===== config.mk =====
export PLATFORM = sky130hd
export DESIGN_NAME = clock_set_ctrl
export DESIGN_NICKNAME = d
export VERILOG_FILES = /design/src/rtl/clock_pkg.sv /design/src/rtl/bcd2_inc.sv /design/src/rtl/clock_set_ctrl.sv
export SDC_FILE = /design/constraint.sdc
export NUM_CORES = 1
export LEC_CHECK = 0
export ABC_AREA = 1
export BUFFER_PORTS_ARGS = -buffer_cell sky130_fd_sc_hd__buf_2
export CORE_MARGIN = 2
export CORE_UTILIZATION = 53
export CTS_CLUSTER_DIAMETER = 80
export DETAILED_ROUTE_END_ITERATION = 16
export PLACE_DENSITY = 0.81
export SYNTH_ARGS = -nofsm -noshare
export SYNTH_HDL_FRONTEND = slang
export SYNTH_SLANG_ARGS = --single-unit

===== constraint.sdc =====
create_clock -name clk -period 3.26 [get_ports clk]
set_input_delay 0.326 -clock clk [delete_from_list [all_inputs] [get_ports clk]]
set_output_delay 0.326 -clock clk [all_outputs]
set_load 0.005 [all_outputs]

===== src/rtl/clock_pkg.sv =====
// Shared mode encodings and BCD constants for the HH:MM:SS time-set controller.
// Rev 1.0
`default_nettype none

package clock_pkg;

    typedef enum logic [1:0] {
        MODE_RUN   = 2'b00,
        MODE_SET_H = 2'b01,
        MODE_SET_M = 2'b10,
        MODE_SET_S = 2'b11
    } mode_t;

    localparam logic [7:0] BCD_ZERO   = 8'h00;
    localparam logic [7:0] BCD_H_LIM  = 8'h23;
    localparam logic [7:0] BCD_MS_LIM = 8'h59;

endpackage

`default_nettype wire


===== src/rtl/bcd2_inc.sv =====
// bcd2_inc: combinational 2-digit BCD increment, wrapping to 00 at the limit.
// Rev 1.0
`default_nettype none

module bcd2_inc
    import clock_pkg::*;
(
    input  logic [7:0] in,
    input  logic [7:0] lim,
    output logic [7:0] out
);

    always_comb begin
        out = BCD_ZERO;
        // Non-BCD digits or anything at/above the limit wrap straight to zero.
        if ((in[3:0] > 4'd9) || (in[7:4] > 4'd9) || (in >= lim)) begin
            out = BCD_ZERO;
        end else if (in[3:0] == 4'd9) begin
            out = {in[7:4] + 4'd1, 4'd0};
        end else begin
            out = {in[7:4], in[3:0] + 4'd1};
        end
    end

endmodule

`default_nettype wire


===== src/rtl/clock_set_ctrl.sv =====
// clock_set_ctrl: button-driven time-set sequencer; edits shadow time and loads the counters.
// Optional macro CLOCK_SET_BLINK_EN enables the edited-field blink toggle. Rev 1.0
`default_nettype none

module clock_set_ctrl
    import clock_pkg::*;
#(
    parameter logic [7:0] H_LIM  = BCD_H_LIM,
    parameter logic [7:0] MS_LIM = BCD_MS_LIM,
    parameter int         SYNC_N = 2
) (
    input  logic       clk,
    input  logic       rst,
    input  logic       tick,
    input  logic       btn_mode,
    input  logic       btn_add,
    input  logic [7:0] cur_s,
    input  logic [7:0] cur_m,
    input  logic [7:0] cur_h,
    output logic       ld_s,
    output logic       ld_m,
    output logic       ld_h,
    output logic [7:0] d_s,
    output logic [7:0] d_m,
    output logic [7:0] d_h,
    output logic       run_en,
    output logic [1:0] mode,
    output logic       blink
);

    logic [SYNC_N-1:0] r_sync_mode;
    logic [SYNC_N-1:0] r_sync_add;
    logic              r_prev_mode;
    logic              r_prev_add;
    logic              w_mode_p;
    logic              w_add_p;

    mode_t      r_state, w_state_nxt;
    logic [7:0] r_sh_h, r_sh_m, r_sh_s;
    logic [7:0] w_sh_h_nxt, w_sh_m_nxt, w_sh_s_nxt;
    logic       r_ld, w_ld_nxt;
    logic       r_run_en, w_run_en_nxt;
    logic [7:0] w_inc_in, w_inc_lim, w_inc_out;

    always_ff @(posedge clk or posedge rst) begin
        if (rst) begin
            r_sync_mode <= '0;
            r_sync_add  <= '0;
            r_prev_mode <= 1'b0;
            r_prev_add  <= 1'b0;
        end else begin
            r_sync_mode <= {r_sync_mode[SYNC_N-2:0], btn_mode};
            r_sync_add  <= {r_sync_add[SYNC_N-2:0], btn_add};
            r_prev_mode <= r_sync_mode[SYNC_N-1];
            r_prev_add  <= r_sync_add[SYNC_N-1];
        end
    end

    assign w_mode_p = r_sync_mode[SYNC_N-1] & ~r_prev_mode;
    assign w_add_p  = r_sync_add[SYNC_N-1] & ~r_prev_add;

    // One shared incrementer, fed with whichever field is being edited.
    always_comb begin
        w_inc_in  = r_sh_s;
        w_inc_lim = MS_LIM;
        case (r_state)
            MODE_SET_H: begin w_inc_in = r_sh_h; w_inc_lim = H_LIM; end
            MODE_SET_M: w_inc_in = r_sh_m;
            default:    w_inc_in = r_sh_s;
        endcase
    end

    bcd2_inc u_inc (
        .in  (w_inc_in),
        .lim (w_inc_lim),
        .out (w_inc_out)
    );

    always_ff @(posedge clk or posedge rst) begin
        if (rst) begin
            r_state  <= MODE_RUN;
            r_sh_h   <= BCD_ZERO;
            r_sh_m   <= BCD_ZERO;
            r_sh_s   <= BCD_ZERO;
            r_ld     <= 1'b0;
            r_run_en <= 1'b1;
        end else begin
            r_state  <= w_state_nxt;
            r_sh_h   <= w_sh_h_nxt;
            r_sh_m   <= w_sh_m_nxt;
            r_sh_s   <= w_sh_s_nxt;
            r_ld     <= w_ld_nxt;
            r_run_en <= w_run_en_nxt;
        end
    end

    always_comb begin
        w_state_nxt  = r_state;
        w_sh_h_nxt   = r_sh_h;
        w_sh_m_nxt   = r_sh_m;
        w_sh_s_nxt   = r_sh_s;
        w_ld_nxt     = 1'b0;
        w_run_en_nxt = r_run_en | r_ld;
        // mode_p has priority; add_p is only honoured when no mode press.
        case (r_state)
            MODE_RUN: begin
                if (w_mode_p) begin
                    w_sh_h_nxt   = cur_h;
                    w_sh_m_nxt   = cur_m;
                    w_sh_s_nxt   = cur_s;
                    w_state_nxt  = MODE_SET_H;
                    w_run_en_nxt = 1'b0;
                end
            end
            MODE_SET_H: begin
                if (w_mode_p)     w_state_nxt = MODE_SET_M;
                else if (w_add_p) w_sh_h_nxt  = w_inc_out;
            end
            MODE_SET_M: begin
                if (w_mode_p)     w_state_nxt = MODE_SET_S;
                else if (w_add_p) w_sh_m_nxt  = w_inc_out;
            end
            default: begin
                if (w_mode_p) begin
                    w_state_nxt = MODE_RUN;
                    w_ld_nxt    = 1'b1;
                end else if (w_add_p) begin
                    w_sh_s_nxt = w_inc_out;
                end
            end
        endcase
    end

    assign ld_h   = r_ld;
    assign ld_m   = r_ld;
    assign ld_s   = r_ld;
    assign d_h    = r_sh_h;
    assign d_m    = r_sh_m;
    assign d_s    = r_sh_s;
    assign run_en = r_run_en;
    assign mode   = r_state;

`ifdef CLOCK_SET_BLINK_EN
    logic r_blink;

    always_ff @(posedge clk or posedge rst) begin
        if (rst) begin
            r_blink <= 1'b0;
        end else if ((r_state == MODE_RUN) || w_mode_p) begin
            r_blink <= 1'b0;
        end else if (tick) begin
            r_blink <= ~r_blink;
        end
    end

    assign blink = r_blink;
`else
    // tick only feeds the blink timebase, which is absent in this build.
    assign blink = 1'b0 & tick;
`endif

endmodule

`default_nettype wire


* Word-level counts from Yosys, hierarchy flattened
Index checks and enable logic that the tools add are counted.
Cells by class: order comparisons 3, reductions and logical operators 11, multiplexer cells 21, add/subtract/negate cells 2, bitwise logic cells 6, eq/ne operators 9
Operators by type and width (number):
- one-hot mux 8 bit (2 select lines) | 4
- two-way mux 8 bit | 7
- AND reduction 4 bit | 3
- inequality test 2 bit (second input constant) | 5
- adder 4 x 1 -> 4 bit (second input constant) | 2
- >= comparator 8 x 7 -> 1 bit | 1
- > comparator 4 bit (second input constant) | 2
- two-way mux 2 bit | 4
- two-way mux 7 bit | 1
- one-hot mux 2 bit (3 select lines) | 1
- nonzero test 2 bit | 3
- == test 4 bit (second input constant) | 1
- two-way mux 1 bit | 4
- NOT 1 bit | 3
- OR reduction 3 bit | 1
- bitwise AND 1 bit | 2
- == test 2 x 1 -> 1 bit (second input constant) | 1
- == test 2 bit (second input constant) | 1
- logical NOT 2 bit | 1
- logical OR 1 bit | 2
- inequality test 2 x 1 -> 1 bit (second input constant) | 1
- OR reduction 2 bit | 1
- bitwise OR 1 bit | 1
Word-level totals: input bits 29, register bits 34, logic and storage cells 62, output and inout bits 31

* Logic depth before layout (Yosys ltp)
Gate-level depths: netlist of the first run.
depth in word-level cells 9, depth in mapped cells 19, depth with buffers taken out 18

* Modules after synthesis
Synthesis of the first run repeated with hierarchy kept, for this count alone.
Second synthesis, totals: cell total of the unflattened synthesis 356, area, all modules 2441.1 µm²
By module, submodules not included:
- clock_set_ctrl | seq. area each 852.1 µm², times used 1, area an instance 1956.9 µm², cells an instance 268
- bcd2_inc | seq. area each 0.0 µm², times used 1, area an instance 484.2 µm², cells an instance 88

* Worst setup path after synthesis of the first run
OpenSTA, ideal clock, no wires.
path type register to register, from register r_state[0], in the netlist mode[0], to register r_sh_m[2], in the netlist d_m[2], cell stages (with the launch flop) 18, data required time 3.144 ns, setup slack 0.759 ns, setup time 0.116 ns, arrival time 2.385 ns, buffers on the path 2, period minus slack after synthesis 2.501 ns, path through dfrtp_1 -> inv_1 -> ha_1 -> buf_4 -> buf_6 -> or2_0 -> nand2_1 -> inv_1 -> ha_1 -> a21oi_1 -> o211ai_1 -> clkinv_1 -> nand2_2 -> nor2_8 -> nand2_2 -> nand2_1 -> nand2_1 -> nand2_1
On the way: cells in the longest elaborated chain, start to end 9, elaborated cells on any way between the ends 22, classes of those cells add/sub: 1; order compare: 3; eq/ne: 6; mux: 7; reduce/logical: 5
Ends and longest elaborated chain:
- start, declared | line clock_set_ctrl.sv:38 | mode_t r_state, w_state_nxt;
- start signal, assigned | line clock_set_ctrl.sv:88 | r_state <= w_state_nxt;
- parallel branches: the longest is 9 deep, another holds >= comparator 8 x 7 -> 1 bit
- end signal, assigned | line clock_set_ctrl.sv:90 | r_sh_m <= w_sh_m_nxt;
- end, declared | line clock_set_ctrl.sv:39 | logic [7:0] r_sh_h, r_sh_m, r_sh_s;
Parallel ways; which one is timed is not known. The select of a mux whose other input is x is not followed. A chain may end at the register's enable or synchronous reset.

* Final worst setup path of the first run
from register r_state[0], in the netlist mode[0], to register r_sh_h[3], in the netlist d_h[3]
On the way: cells in the longest elaborated chain, start to end 9, elaborated cells on any way between the ends 22, classes of those cells add/sub: 1; order compare: 3; eq/ne: 6; mux: 7; reduce/logical: 5
Ends and longest elaborated chain:
- parallel branches: the longest is 9 deep, another holds >= comparator 8 x 7 -> 1 bit
- end signal, assigned | line clock_set_ctrl.sv:89 | r_sh_h <= w_sh_h_nxt;
- end, declared | line clock_set_ctrl.sv:39
Parallel ways; which one is timed is not known. The select of a mux whose other input is x is not followed.

==> results of run 1 <==
==> placed cells by master, fill, tap and decap left out, types with 2 or more instances in the layout <==
cell       instances
nand3_1           12
nor2_1            57
o21ai_0            4
a21oi_1            2
dfrtp_1           33
buf_4              5
bufinv_16          2
clkinv_1           3
nand2_2           12
or2_1              4
o211ai_1           2
inv_1             23
ha_1              12
buf_2             57
xor2_1             3
or2_0              2
a21oi_2            2
o21ai_1            4
nand2_1          134
clkbuf_8           5
==> cell families (layout without fill, tap and decap cells) <==
group	Yosys count	count (layout)	synth area share (%)
AND/OR/NAND/NOR	227	227	40.99
buffers and inverters	42	97	8.903
flip-flops	34	34	36.97
AO/OA/AOI/OAI	18	18	5.320
adder cells (fa/ha/maj)	12	12	6.514
XOR/XNOR	3	3	1.140
other	1	1	0.1627
==> layer usage <==
metal / vias to the layer above / track usage (%) / share of wire [%]
li1: 1127 / - / -
met1: 974 / 34.68 / 45
met3: 12 / 4.762 / 7.5
met4: 0 / 10.04 / 2.8
met5: - / 0 / 0
met2: 82 / 37.88 / 45
==> per-stage QoR <==
stage	hold slack (ns)	cell area [um^2]	util (%)	worst slack [ns]	std cells
floorplan	0.3312	2305	-	0.7589	337
global placement	0.3317	2586	63.29	0.4846	434
detailed placement	0.3364	2586	63.29	0.4332	434
CTS	0.1215	2724	66.66	0.4143	442
global route	0.1160	2724	66.66	0.09026	442
finish	0.1076	2724	66.66	0.4120	442
==> cell type report <==
cell class | instances | area [um^2]
clock buffers | 5 | 68.82
clock inverters | 3 | 68.82
fillers | 356 | 1363
inverters | 27 | 101.3
multi-input cells | 261 | 1247
flip-flops and latches | 34 | 852.1
well taps | 50 | 62.56
repair buffers | 62 | 322.8
==> sequential cells by signal, summed over array words and instances (netlist names) <==
name         cells
r_sync_add       2
d_s              8
mode             2
run_en           1
r_prev_add       1
d_m              8
r_prev_mode      1
d_h              8
r_sync_mode      2
ld_h             1
==> cell usage after synthesis (2+ instances only) <==
| cell | number |
|---|---|
| a21oi_1 | 2 |
| a21oi_2 | 2 |
| buf_2 | 5 |
| buf_4 | 9 |
| clkinv_1 | 3 |
| dfrtp_1 | 33 |
| ha_1 | 12 |
| inv_1 | 23 |
| nand2_1 | 134 |
| nand2_2 | 12 |
| nand3_1 | 12 |
| nor2_1 | 57 |
| o211ai_1 | 2 |
| o21ai_0 | 4 |
| o21ai_1 | 4 |
| or2_0 | 2 |
| or2_1 | 4 |
| xor2_1 | 3 |
==> worst max-delay path: stages (launching register included) <==
cell and delay, ns:
dfrtp_1 0.39, inv_1 0.09, ha_1 0.59, nand3_1 0.19, o21ai_1 0.19, inv_1 0.12, ha_1 0.31, a21boi_0 0.17
nand2_1 0.07, nand2_1 0.05, nand2_1 0.06, nand2_2 0.11, nor2_8 0.07, nand2_2 0.13, nand2_1 0.07, nand2_1 0.08
nand2_1 0.05
==> final timing paths <==
kind / from / cells past startpoint / endpoint / slack, ns
max: mode[0] / 16 / d_h[3] / 0.41
min: rst / 3 / r_sync_mode[0] / 0.11
max reg2reg: mode[0] / 16 / d_h[3] / 0.41
min reg2reg: r_sync_add[0] / 0 / r_sync_add[1] / 0.35
max in group asynchronous: rst / 3 / run_en / 2.81
min in group clk: btn_add / 1 / r_sync_add[0] / 0.13
==> flow_summary.yaml, run 1 <==
sta:
  setup_violations: 0
  tns_ns: 0
  timing.final.crit_share_pct: 87.36
  rsz0062_at_grt: "no"
  hold_viol: 0
  drv_slew: 0
  relSlewSlack_pct: 55.53
  worst_pin_slew_ns: 0.6667
  fin_crit_ns: 2.848
  clock_skew_ns: 0.002867
  max_freq_ghz: 0.3511
final_layout:
  antennaDiodeCount: 0
  final_layout_size_suffix_gt1_share_pct: 23.72
  nNetsFinal: 432
  areaGrowthSynthToFinish_pct: 18.19
yosys:
  ys_seq_area_share_pct: 36.97
  synth_area_um2: 2305
  synth_area_leaders: "dfrtp_1 (36%), nand2_1 (22%), nor2_1 (9.3%)"
  yosys_warnings: 0
  async_reset_ff_share_pct: 100.0
  syn_nets: 378
  ys.flop_type: "dfrtp_1"
  synth_area_per_cell_um2: 6.839
  synth_cells: 337
  synth_edf_count: 0
  synth_top_area_cell: "dfrtp_1"
  yosysUniqueCellTypes: 32
  synth.ff_latch_count: 34
  synth_top_area_share_pct: 35.83
setup_path:
  startpoint_type: "flip-flop"
  cp.required_ns: 3.45
  end_kind: "flip-flop"
  path_class: "flip-flop to flip-flop"
  cp_max_fo: 18
  crit_arrival_ns: 3.04
clock_network:
  clock_latency_ns: 0.29
  postCtsSetupBuffers: 0
  clk_path_buf_depth: 2
  cts_hold_buf: 0
  tritoncts: "done"
  cts_resized: 0
  cts.sinks: 34
  cts_htree_levels: 2
  numCtsBuffers: 5
  path_clk_slew_ns: 0.08
  clockRootBuffer: "clkbuf_8"
grt:
  first_global_vias: 2040
  antenna_found_initial: 0
  grt_max_degree: 35
  grtUsageTotal_pct: 24.84
  grt_pass1_wl_um: 9611
  grt_remaining_overflow: 0
die:
  pin_count: 60
  start_util_pct: 56.40
  core-area_um2: 4086
  die_w_um: 69.95
  rows: 23
  die-area_um2: 4892
  dieHeight_um: 69.95
route:
  viasPerCell: 4.966
  routed_wl_um: 5436
  post_drt_wl_per_cell_um: 12.30
  first_pass_iters: 4
  postRouteAntennaNets: 0
  drt-initial-drc-count: 130
  via_count: 2195
  drc_errors: 0
job:
  cap_violations: 0
worst_hold_path:
  hold_path_class: "input port to async pin"
placed_design:
  port_buffers: 57
  place.gp.congestion: 0.9171
  place_hpwl_um: 4139
run_status:
  outcome: "finished clean"
Power of run 1 is not shown: default switching activity piles up to over one toggle a cycle in this logic, so the estimate is an artifact.
==> inputs of run 2 (changes only) <==
Settings changed: CORE_UTILIZATION 53 to 55, CTS_BUF_LIST set to sky130_fd_sc_hd__clkbuf_2 sky130_fd_sc_hd__clkbuf_4 sky130_fd_sc_hd__clkbuf_8, PLACE_DENSITY 0.81 to 0.84.
==> flow_summary.yaml, run 2 (synthesized netlist as in run 1, its figures left out) <==
sta:
  tns_ns: 0
  rsz0062_at_grt: "no"
  setup_violations: 0
  worst_pin_slew_ns: 0.6955
  setup_slack_ns: 0.3674
  drv_slew: 0
  hold_viol: 0
  relSlewSlack_pct: 53.60
  max_freq_ghz: 0.3457
  timing.final.crit_share_pct: 88.73
  fin_crit_ns: 2.893
  clock_skew_ns: 0.005226
setup_path:
  cpMostUsedCell: "nand2_1"
  r2r_setup_slack_ns: 0.37
  startpoint_type: "flip-flop"
  worstPathCellList: "inv_1, ha_1, nand3_1, o21ai_1, inv_1, ha_1, a21boi_0, nand2_1, nand2_1, nand2_1, nand2_2, nor2_8, nand2_2, nand2_1, nand2_1, nand2_1"
  end_kind: "flip-flop"
  crit_arrival_ns: 3.08
  worstReg2RegStart: "mode[1]"
  slowest_delay_ns: 0.62
  cp_slowest_cell: "ha_1"
  r2r_end: "d_h[4]"
  cp.required_ns: 3.45
  cp_max_fo: 18
  path_class: "flip-flop to flip-flop"
  rr_worst_depth: 16
grt:
  use_met2_pct: 42.55
  met1_usage_pct: 34.78
  first_global_vias: 2010
  grt_remaining_overflow: 0
  grt_pass1_wl_um: 9066
  antenna_found_initial: 0
  grtUsageTotal_pct: 26.30
  grt_max_degree: 35
  busiest_layer: "met2"
  use_met3_pct: 5.195
clock_network:
  clock_latency_ns: 0.30
  numCtsBuffers: 5
  cts_hold_buf: 0
  cts_resized: 0
  clk_path_buf_depth: 2
  tritoncts: "done"
  clockRootBuffer: "clkbuf_8"
  cts_htree_levels: 2
  path_clk_slew_ns: 0.08
  postCtsSetupBuffers: 0
  cts.sinks: 34
final_layout:
  antennaDiodeCount: 0
  final_layout_size_suffix_gt1_share_pct: 23.33
  nFillCells: 339
  areaGrowthSynthToFinish_pct: 17.54
  final_common_cell: "nand2_1"
  nNetsFinal: 430
  final_cell_mix: "nand2_1 (134), nor2_1 (57), buf_2 (57)"
placed_design:
  dpl_worst_slack_ns: 0.3916
  place_hpwl_um: 4063
  place.gp.congestion: 0.8904
  port_buffers: 57
route:
  drt-initial-drc-count: 151
  post_drt_wl_per_cell_um: 12.82
  drc_errors: 0
  routed_wl_um: 5642
  postRouteAntennaNets: 0
  first_pass_iters: 4
  viasPerCell: 4.986
  via_count: 2194
die:
  dieHeight_um: 68.74
  core-area_um2: 4029
  start_util_pct: 57.20
  pin_count: 60
  rows: 23
  die_w_um: 68.74
  die-area_um2: 4725
run_status:
  outcome: "finished clean"
worst_hold_path:
  hold_path_class: "input port to async pin"
job:
  cap_violations: 0
==> run 2: changes by cell type in the layout (fill, tap and decap cells not counted) <==
cell   change
buf_4      -2
==> run 2: worst max path at each step <==
stage,from,endpoint,slack [ns],cells past startpoint
after detailed placement,mode[1],d_s[1],0.39,16
after CTS,mode[1],d_h[4],0.36,16
after global placement,mode[0],d_s[3],0.50,16
after global routing,mode[1],d_h[3],0.11,16
after floorplan,mode[0],d_m[2],0.76,17
final,mode[1],d_h[4],0.37,16
==> run 2: metal layers <==
metal  part of all wire [%]  routed length, um  vias up
met5                      0                  0        -
met4                    1.6                 93        0
met3                    6.5                369        8
met2                     47               2658       63
met1                     45               2520     1004
li1                       -                  -     1119
==> run 2: area by class of cell <==
class | count | area (um^2) | share of cell area [%]
Clock inverter | 3 | 68.82 | 2.540
Inverter | 27 | 101.3 | 3.741
Multi-Input combinational cell | 261 | 1247 | 46.05
Tap cell | 50 | 62.56 | 2.309
Sequential cell | 34 | 852.1 | 31.45
Clock buffer | 5 | 68.82 | 2.540
Timing Repair Buffer | 60 | 307.8 | 11.36
==> run 2: worst max-delay path: cells and delay by family, from the launching register on <==
family / cells / cell delay, ns
DFF: 1 / 0.41
buffers and inverters: 2 / 0.22
adders and majority gates: 2 / 0.92
AOI/OAI and AO/OA: 2 / 0.37
and+or+nand+nor: 10 / 0.89
==> run 2: per-stage QoR <==
step | instances | hold slack [ns] | utilization (%) | area [um^2]
3_3_place_gp | 432 | 0.3333 | 63.82 | 2571
6_report | 440 | 0.1187 | 67.24 | 2709
3_5_place_dp | 432 | 0.3505 | 63.82 | 2571
2_1_floorplan | 337 | 0.3312 | - | 2305
5_1_grt | 440 | 0.1171 | 67.24 | 2709
4_1_cts | 440 | 0.1272 | 67.24 | 2709
Power of run 2 is left out for the same reason.
